### src/rtl/sobel_pkg.sv
// Shared widths and the per-stage flag bundle for the Sobel edge detector.
package sobel_pkg;
  localparam int PIX_W   = 8;
  localparam int SUM_W   = 10;
  localparam int GRAD_W  = 11;
  localparam int MAG_MAX = 255;

  typedef struct packed {
    logic valid;
    logic border;
    logic fstart;
  } stage_t;
endpackage

### src/rtl/sobel_axis.sv
// One Sobel axis: weighted 1-2-1 sums on each side, then |pos - neg|, over two stages.
module sobel_axis
  import sobel_pkg::*;
(
  input  logic             clk,
  input  logic             rst,
  input  logic             en,
  input  logic [PIX_W-1:0] n0,
  input  logic [PIX_W-1:0] n1,
  input  logic [PIX_W-1:0] n2,
  input  logic [PIX_W-1:0] p0,
  input  logic [PIX_W-1:0] p1,
  input  logic [PIX_W-1:0] p2,
  output logic [SUM_W-1:0] abs_g
);
  logic [SUM_W-1:0]         sum_p, sum_n;
  logic signed [GRAD_W-1:0] g;

  // Zero-extend both sums so the difference is a true signed value.
  assign g = $signed({1'b0, sum_p}) - $signed({1'b0, sum_n});

  always_ff @(posedge clk) begin
    if (rst) begin
      sum_p <= '0;
      sum_n <= '0;
      abs_g <= '0;
    end else if (en) begin
      sum_p <= SUM_W'(p0) + (SUM_W'(p1) << 1) + SUM_W'(p2);
      sum_n <= SUM_W'(n0) + (SUM_W'(n1) << 1) + SUM_W'(n2);
      abs_g <= SUM_W'(g[GRAD_W-1] ? -g : g);
    end
  end
endmodule

### src/rtl/sobel_core.sv
// Three-stage Sobel magnitude with saturation, threshold and per-frame edge counter.
module sobel_core #(
  parameter int PIX_W  = sobel_pkg::PIX_W,
  parameter int THRESH = 64,
  parameter int CNT_W  = 14
) (
  input  logic             clk,
  input  logic             rst,
  input  logic             clk_en,
  input  logic             in_valid,
  input  logic             in_border,
  input  logic [PIX_W-1:0] pix_0,
  input  logic [PIX_W-1:0] pix_1,
  input  logic [PIX_W-1:0] pix_2,
  input  logic [PIX_W-1:0] pix_3,
  input  logic [PIX_W-1:0] pix_5,
  input  logic [PIX_W-1:0] pix_6,
  input  logic [PIX_W-1:0] pix_7,
  input  logic [PIX_W-1:0] pix_8,
  input  logic             frame_start,
  output logic             out_valid,
  output logic [PIX_W-1:0] mag,
  output logic             edge_bit,
  output logic [CNT_W-1:0] edge_count,
  output logic             edge_count_valid
);
  import sobel_pkg::*;

  stage_t               in_stage;
  stage_t [3:1]         vld_pipe;
  logic [SUM_W-1:0]     abs_x, abs_y;
  logic [GRAD_W-1:0]    s;
  logic [PIX_W-1:0]     sat;
  logic                 keep, hit;
  logic [CNT_W-1:0]     acc;

  assign in_stage = '{valid: in_valid, border: in_border, fstart: frame_start};

  sobel_axis u_x (
    .clk(clk), .rst(rst), .en(clk_en),
    .n0(pix_0), .n1(pix_3), .n2(pix_6),
    .p0(pix_2), .p1(pix_5), .p2(pix_8),
    .abs_g(abs_x)
  );

  sobel_axis u_y (
    .clk(clk), .rst(rst), .en(clk_en),
    .n0(pix_0), .n1(pix_1), .n2(pix_2),
    .p0(pix_6), .p1(pix_7), .p2(pix_8),
    .abs_g(abs_y)
  );

  assign s    = GRAD_W'(abs_x) + GRAD_W'(abs_y);
  assign sat  = (s > GRAD_W'(MAG_MAX)) ? PIX_W'(MAG_MAX) : s[PIX_W-1:0];
  assign keep = vld_pipe[2].valid & ~vld_pipe[2].border;

  // Flags ride alongside the data; stage 3 lines up with mag/edge_bit.
  always_ff @(posedge clk) begin
    if (rst) begin
      vld_pipe <= '0;
      mag      <= '0;
      edge_bit <= 1'b0;
    end else if (clk_en) begin
      vld_pipe <= {vld_pipe[2:1], in_stage};
      mag      <= keep ? sat : '0;
      edge_bit <= keep && (sat >= PIX_W'(THRESH));
    end
  end

  assign out_valid = vld_pipe[3].valid;
  assign hit       = out_valid & edge_bit;

  // A frame_start output pixel opens the new frame, so its own edge seeds acc.
  always_ff @(posedge clk) begin
    if (rst) begin
      acc              <= '0;
      edge_count       <= '0;
      edge_count_valid <= 1'b0;
    end else if (clk_en) begin
      if (vld_pipe[3].fstart) begin
        edge_count       <= acc;
        edge_count_valid <= 1'b1;
        acc              <= CNT_W'(hit);
      end else begin
        edge_count_valid <= 1'b0;
        if (hit && acc != '1) acc <= acc + 1'b1;
      end
    end
  end
endmodule

### config.mk
export PLATFORM = sky130hd
export DESIGN_NAME = sobel_core
export DESIGN_NICKNAME = d
export VERILOG_FILES = /design/src/rtl/sobel_pkg.sv /design/src/rtl/sobel_axis.sv /design/src/rtl/sobel_core.sv
export SDC_FILE = /design/constraint.sdc
export NUM_CORES = 1
export LEC_CHECK = 0
export ABC_CLOCK_PERIOD_IN_PS = 3290
export CORE_MARGIN = 3
export CORE_UTILIZATION = 25
export DETAILED_ROUTE_END_ITERATION = 16
export DONT_BUFFER_PORTS = 1
export HOLD_SLACK_MARGIN = 0.03
export SLEW_MARGIN = 20
export SYNTH_ARGS = -nofsm -noshare
export SYNTH_HDL_FRONTEND = slang
export SYNTH_SLANG_ARGS = --single-unit
### constraint.sdc
create_clock -name clk -period 3.29 [get_ports clk]
set_input_delay 0.658 -clock clk [delete_from_list [all_inputs] [get_ports clk]]
set_output_delay 0.658 -clock clk [all_outputs]
set_load 0.02 [all_outputs]
### Word level (Yosys, flattened, before mapping)

Cells that the tools add are included.
Widths: inputs -> output; s select.

* register bits: 106
* bits of input ports: 70
* output and inout bits: 25
* logic and storage cells: 51

* add/subtract/negate cells: 14
* magnitude comparators: 2
* equality and inequality tests: 1
* muxes and demuxes: 7
* bitwise gates (word level): 3
* reduce and logical (&&, ||, !) cells: 5

Operators by type and width (count)
* $add 10x8->10: 4
* $add 8x9->10: 4
* $mux 14: 2
* $sub 10x10->11: 2
* $mux 10: 2
* $neg 10->10: 2
* $mux 8: 2
* $add 14x1->14 const B: 1
* $ne 14x14->1 const B: 1
* $add 10x10->11: 1
* $gt 11x8->1 const B: 1
* $ge 8x7->1 const B: 1
* $reduce_and 2->1: 2
* $and 1x1->1: 2
* $logic_and 1x1->1: 2
* $reduce_bool 2->1: 1
* $mux 1: 1
* $not 1->1: 1

### Logic depth before layout (Yosys ltp)

* depth in word-level cells: 5
* gate-level depth with buffers: 12
* gate-level depth less buffers: 11

### Hierarchy

A second synthesis with hierarchy kept.

* cells, all modules: 887
* area, all modules: 7704.9 um2

By module, submodules not included
* sobel_axis (u_x): times used 1, cells an instance 301, area an instance 2672.6 um2, seq. area each 600.6 um2
* sobel_axis (u_y): times used 1, cells an instance 303, area an instance 2642.5 um2, seq. area each 600.6 um2
* sobel_core: times used 1, cells an instance 283, area an instance 2389.8 um2, seq. area each 920.9 um2

### Worst setup path after synthesis

Ideal clock, no wire load.

* path kind: input port to flip-flop
* start: input pix_0[1]
* end: register u_y.sum_n[9]
* library setup time: 0.091 ns
* arrival: 2.803 ns
* required time: 3.199 ns
* setup slack: 0.396 ns
* cell stages on the path: 11
* buffers on the path: 0
* path through: fa_1 > ha_1 > inv_1 > fa_1 > nor2b_1 > o21ai_0 > a21boi_0 > o21ai_0 > a21boi_0 > o21ai_0 > a311oi_1

* cells in the longest elaborated chain, start to end: 2

Ends and longest elaborated chain
* from (decl): line sobel_core.sv:12 `input logic [PIX_W-1:0] pix_0,`
* $add 8x9->10: line sobel_axis.sv:29 `sum_n <= SUM_W'(n0) + (SUM_W'(n1) << 1) + SUM_W'(n2);`
* $add 10x8->10: line sobel_axis.sv:29
* to (signal assigned): line sobel_axis.sv:29
* to (decl): line sobel_axis.sv:16 `logic [SUM_W-1:0] sum_p, sum_n;`

No other way between the ends.
A chain may end at the register's enable or synchronous reset.

### Worst setup path after layout

Same ends and word-level chain as after synthesis.

==> impl_results.md <==
- Highest attainable clock frequency: 351 MHz
- Number of nets in the layout: 1,016
- Switch share: 39.0%
- Max-slew headroom: 52.1%
- Post-CTS Setup Inserts: 0
- Clock latency at the later pin of the worst-skew pair: around 0.36 ns
- Detailed-route vias per instance: between 4 and 5
- Register area share after synthesis: 28.1%
- Mean instance size in the synthesized netlist: 8.74 sq um
- Met3 routing resource usage after global routing: between 2 and 3%
- Summed area of non-filler cells in the final layout: just over 0.008 sq mm
- Met1 demand-to-capacity share in global routing: between 15 and 20%
- Number of stages on the worst hold path: 1
- Crit. End Element: register
- Switch Pwr: 1.87 mW
- Part of the power in combinational logic: 45.0%
- Critical R2R Capture: u_y.abs_g[8]$_SDFFE_PP0P_
- Number of nets with antenna violations after routing: 0
- HPWL after detailed placement: 13,200 um
- Outcome: finished clean
- Worst endpoint data arrival time: 3.12 ns
- Placement Setup Slack: about 0.10 ns
- RSZ-0062 raised after global routing: false
- Peak fanout along the critical path: 2
- Utilization after layout: 28.0%
- Cell count after synthesis: 863
- Share of synthesized registers carrying an async set or reset: 0%
- Post-route minimum period: 2.85 ns
- Required time at the worst-slack endpoint: 3.56 ns
- TNS Setup: 0 ns
- GRT met2 Usage: between 10% and 20%
- Share of cells above drive strength 1: roughly 3.7%
- Cell area after placement: 0.00789 sq mm
- CP Launch Type: primary input
- Synthesized netlist net count: 1,037
- Min-delay src: rst
- Synthesized flop and latch total: 106
- Cells traversed along the worst timing path: fa_1 -> ha_1 -> inv_1 -> fa_1 -> nor2b_1 -> o21ai_0 -> a21boi_0 -> o21ai_0 -> a21boi_0 -> o21ai_0 -> a311oi_1
- Worst hold-check path type: primary input to register
- Die Footprint: 0.0323 sq mm
- Worst Path Class, Setup: primary input to register
- Y dimension of the die: between 150 and 200 um
- Final Skew: 0.0141 ns
- Final Setup Violations: 0
- Worst R2R Path Depth: 11
- Pin count of the biggest net entering global routing: 120
- Clock power frac: 23.1%
- Starting Density: between 20% and 30%
- Cell area after technology mapping: 0.00754 sq mm
- Final hold violation count: 0
- Number of enable-type register cells in the synthesized netlist: 0
- Number of antenna violations at the first check in global routing: 0
- Max rail drop VDD: around 310 uV
- Weighted congestion reported at the end of routability-driven placement: 0.841
- Buffers from clock root to sink, at most: 2
- Number of buffers and inverters on the critical path: 1
- Area grow syn2layout: 8.62%
- Most frequent CP cell: sky130_fd_sc_hd__o21ai_0
- Hold Worst Slack: 0.370 ns
- Distinct cell type count after synthesis: 65
- Post-CTS Hold Fix Bufs: 0
- Number of remaining DRC errors: 0
- Final WS setup: between 0.4 and 0.5 ns
- Detailed Routing Iterations Pass 1: 5
- Lkg Pwr: 3.23 nW
- Slowest stage delay, CP: about 0.53 ns
- Reg power frac: 31.9%
- Post-Route WL: around 17,000 um
- Max-capacitance violation count: 0
- Number of levels the H-tree was split into: 3
- Max-slew violation count: 0
- Vias in the first global route: 5,676
- CTS sink cnt: around 110
- Placement row count: between 60 and 70
- Slew of the pin with the lowest slew margin: 0.718 ns
- Internal Power: 2.93 mW
- Clock tree from TritonCTS: yes
- Most used flip-flop cell after synthesis: sky130_fd_sc_hd__dfxtp_1
- Origin of the critical flop-to-flop path: u_y.sum_p[0]$_SDFFE_PP0P_
- Top Ports: 95
- Root buffer cell: sky130_fd_sc_hd__clkbuf_16
- Period utilisation layout: 86.7%
- Antenna fix cells: 0
- Cell with the largest stage delay on the worst path: sky130_fd_sc_hd__fa_1
- First-pass GRT wire length: 28,800 um
- Yosys warning count: 0
- Global-route layer with the greatest usage: met2
- Global-route usage over all layers: between 10% and 20%
- Setup slack on the worst flop-to-flop path: 0.51 ns
- 1st-iter DRT viols: 346
- GRT overflow: 0
- Clock transition at the register clock pins on the worst setup and hold paths after CTS: roughly 0.080 ns
- Number of buffers created by CTS: 9
- Core Region: approximately 0.03 sq mm
- Pwr dens: 586 mW/mm^2
- Die extent in x: 180 um
- WHS Endpoint: mag[2]$_SDFFE_PP0P_
- Fillers: 3,094
- Routed wire length per instance: 13.9 um
- Via count: 5,733
- Count of input and output buffers: 0
- Number of cells upsized or downsized after cts: 0
- Largest delay share family, worst path: compound AO/OA/AOI/OAI gates
==> worst max path at each step <==
stage	from	end	depth (start not counted)	slack, ns
finish	pix_0[1]	u_y.sum_n[9]$_SDFFE_PP0P_	11	0.44
global route	pix_2[1]	u_x.sum_p[9]$_SDFFE_PP0P_	11	0.22
CTS	pix_0[1]	u_y.sum_n[9]$_SDFFE_PP0P_	11	0.47
detailed placement	pix_6[1]	u_y.sum_p[9]$_SDFFE_PP0P_	11	0.10
global placement	pix_6[1]	u_y.sum_p[9]$_SDFFE_PP0P_	11	0.16
floorplan	pix_0[1]	u_y.sum_n[9]$_SDFFE_PP0P_	11	0.40
==> through the flow <==
stage          cells  total power [mW]
3_3_place_gp    1215              3.68
6_report        1231              4.80
3_5_place_dp    1215              3.72
2_1_floorplan    863              3.32
5_1_grt         1231              5.23
4_1_cts         1231              4.86
==> sequential cells by signal, indices dropped and copies added (netlist names) <==
| signal | cells |
|---|---|
| u_x.sum_p | 10 |
| mag | 8 |
| edge_count_valid | 1 |
| edge_count | 14 |
| acc | 14 |
| u_x.sum_n | 10 |
| vld_pipe | 7 |
| edge_bit | 1 |
| u_x.abs_g | 10 |
| u_y.sum_n | 10 |
| out_valid | 1 |
| u_y.abs_g | 10 |
| u_y.sum_p | 10 |
==> power groups by stage <==
stage | clock (mW) | sequential (mW) | combinational, mW
3_3_place_gp | 0 | 1.56 | 2.12
4_1_cts | 1.15 | 1.53 | 2.18
3_5_place_dp | 0 | 1.56 | 2.16
5_1_grt | 1.20 | 1.55 | 2.48
2_1_floorplan | 0 | 1.53 | 1.80
6_report | 1.11 | 1.53 | 2.16
==> logic make-up after synthesis <==
logic type / count (synthesis) / share of synthesized area [%]
compound gates: 191 / 17.7
xor+xnor: 46 / 5.54
fa+ha+maj: 104 / 20.7
buf+inv: 93 / 4.84
flops: 106 / 28.1
mux: 33 / 4.38
simple gates: 290 / 18.7
==> synthesized netlist by cell type, drive strengths merged (8+ instances only) <==
library cell / count / share of area (%)
o21ai: 38 / 2.6
fa: 35 / 9.3
o211ai: 10 / 1.1
a211oi: 19 / 2.1
nor3b: 11 / 1.1
a21oi: 45 / 3.0
dfxtp: 106 / 28
nand2: 63 / 3.1
inv: 60 / 3.0
nor3: 12 / 0.80
clkbuf: 26 / 1.3
mux2i: 33 / 4.4
a311oi: 10 / 1.2
xor2: 23 / 2.9
nor2: 109 / 5.4
a21boi: 13 / 1.3
o22ai: 8 / 0.66
nand2b: 33 / 2.7
xnor2: 23 / 2.7
ha: 69 / 11
nor2b: 13 / 1.1
==> worst reg2reg max path, stage by stage, from the launching register on <==
cell	delay [ns]
sky130_fd_sc_hd__dfxtp_1	0.32
sky130_fd_sc_hd__inv_1	0.06
sky130_fd_sc_hd__ha_1	0.19
sky130_fd_sc_hd__inv_1	0.06
sky130_fd_sc_hd__fa_1	0.41
sky130_fd_sc_hd__a211oi_2	0.38
sky130_fd_sc_hd__o211ai_2	0.16
sky130_fd_sc_hd__a31oi_4	0.24
sky130_fd_sc_hd__xor2_2	0.20
sky130_fd_sc_hd__inv_1	0.07
sky130_fd_sc_hd__or4b_1	0.49
sky130_fd_sc_hd__o311ai_1	0.09
==> layout make-up <==
type / instances / area, sq um / share of cell area [%]
sequential: 106 / 2120 / 25.9
multi-input combinational: 664 / 5060 / 61.7
clock buffer: 9 / 225 / 2.75
clock inverter: 7 / 77.6 / 0.947
inverter: 60 / 225 / 2.75
tap: 384 / 480 / 5.86
timing repair buffer: 1 / 7.51 / 0.0916
==> metal layers <==
metal  up-vias  wire [um]
li1       2975          -
met1      2603       8900
met2       138       6990
met3        17        967
met4         0        209
met5         -          0
==> layout by cell type, fill, tap and decap left out, drive strengths merged, types with 6 or more instances in the layout <==
cell type,synthesis,routed
dfxtp,106,106
a21boi,13,13
nor2,109,109
a311oi,10,10
ha,69,69
inv,60,64
a211oi,19,19
or3,6,6
o21a,7,7
nor3,12,12
o22ai,8,8
xnor2,23,23
nand2b,33,33
clkbuf,26,9
nand3,7,7
xor2,23,23
a21oi,45,45
a21o,7,7
mux2i,33,33
nor3b,11,11
o21ai,38,38
o211ai,10,10
nand4,6,6
and3,6,6
fa,35,35
nor2b,13,13
nand2,63,63
Note: power is estimated with default switching activity, not from simulation.
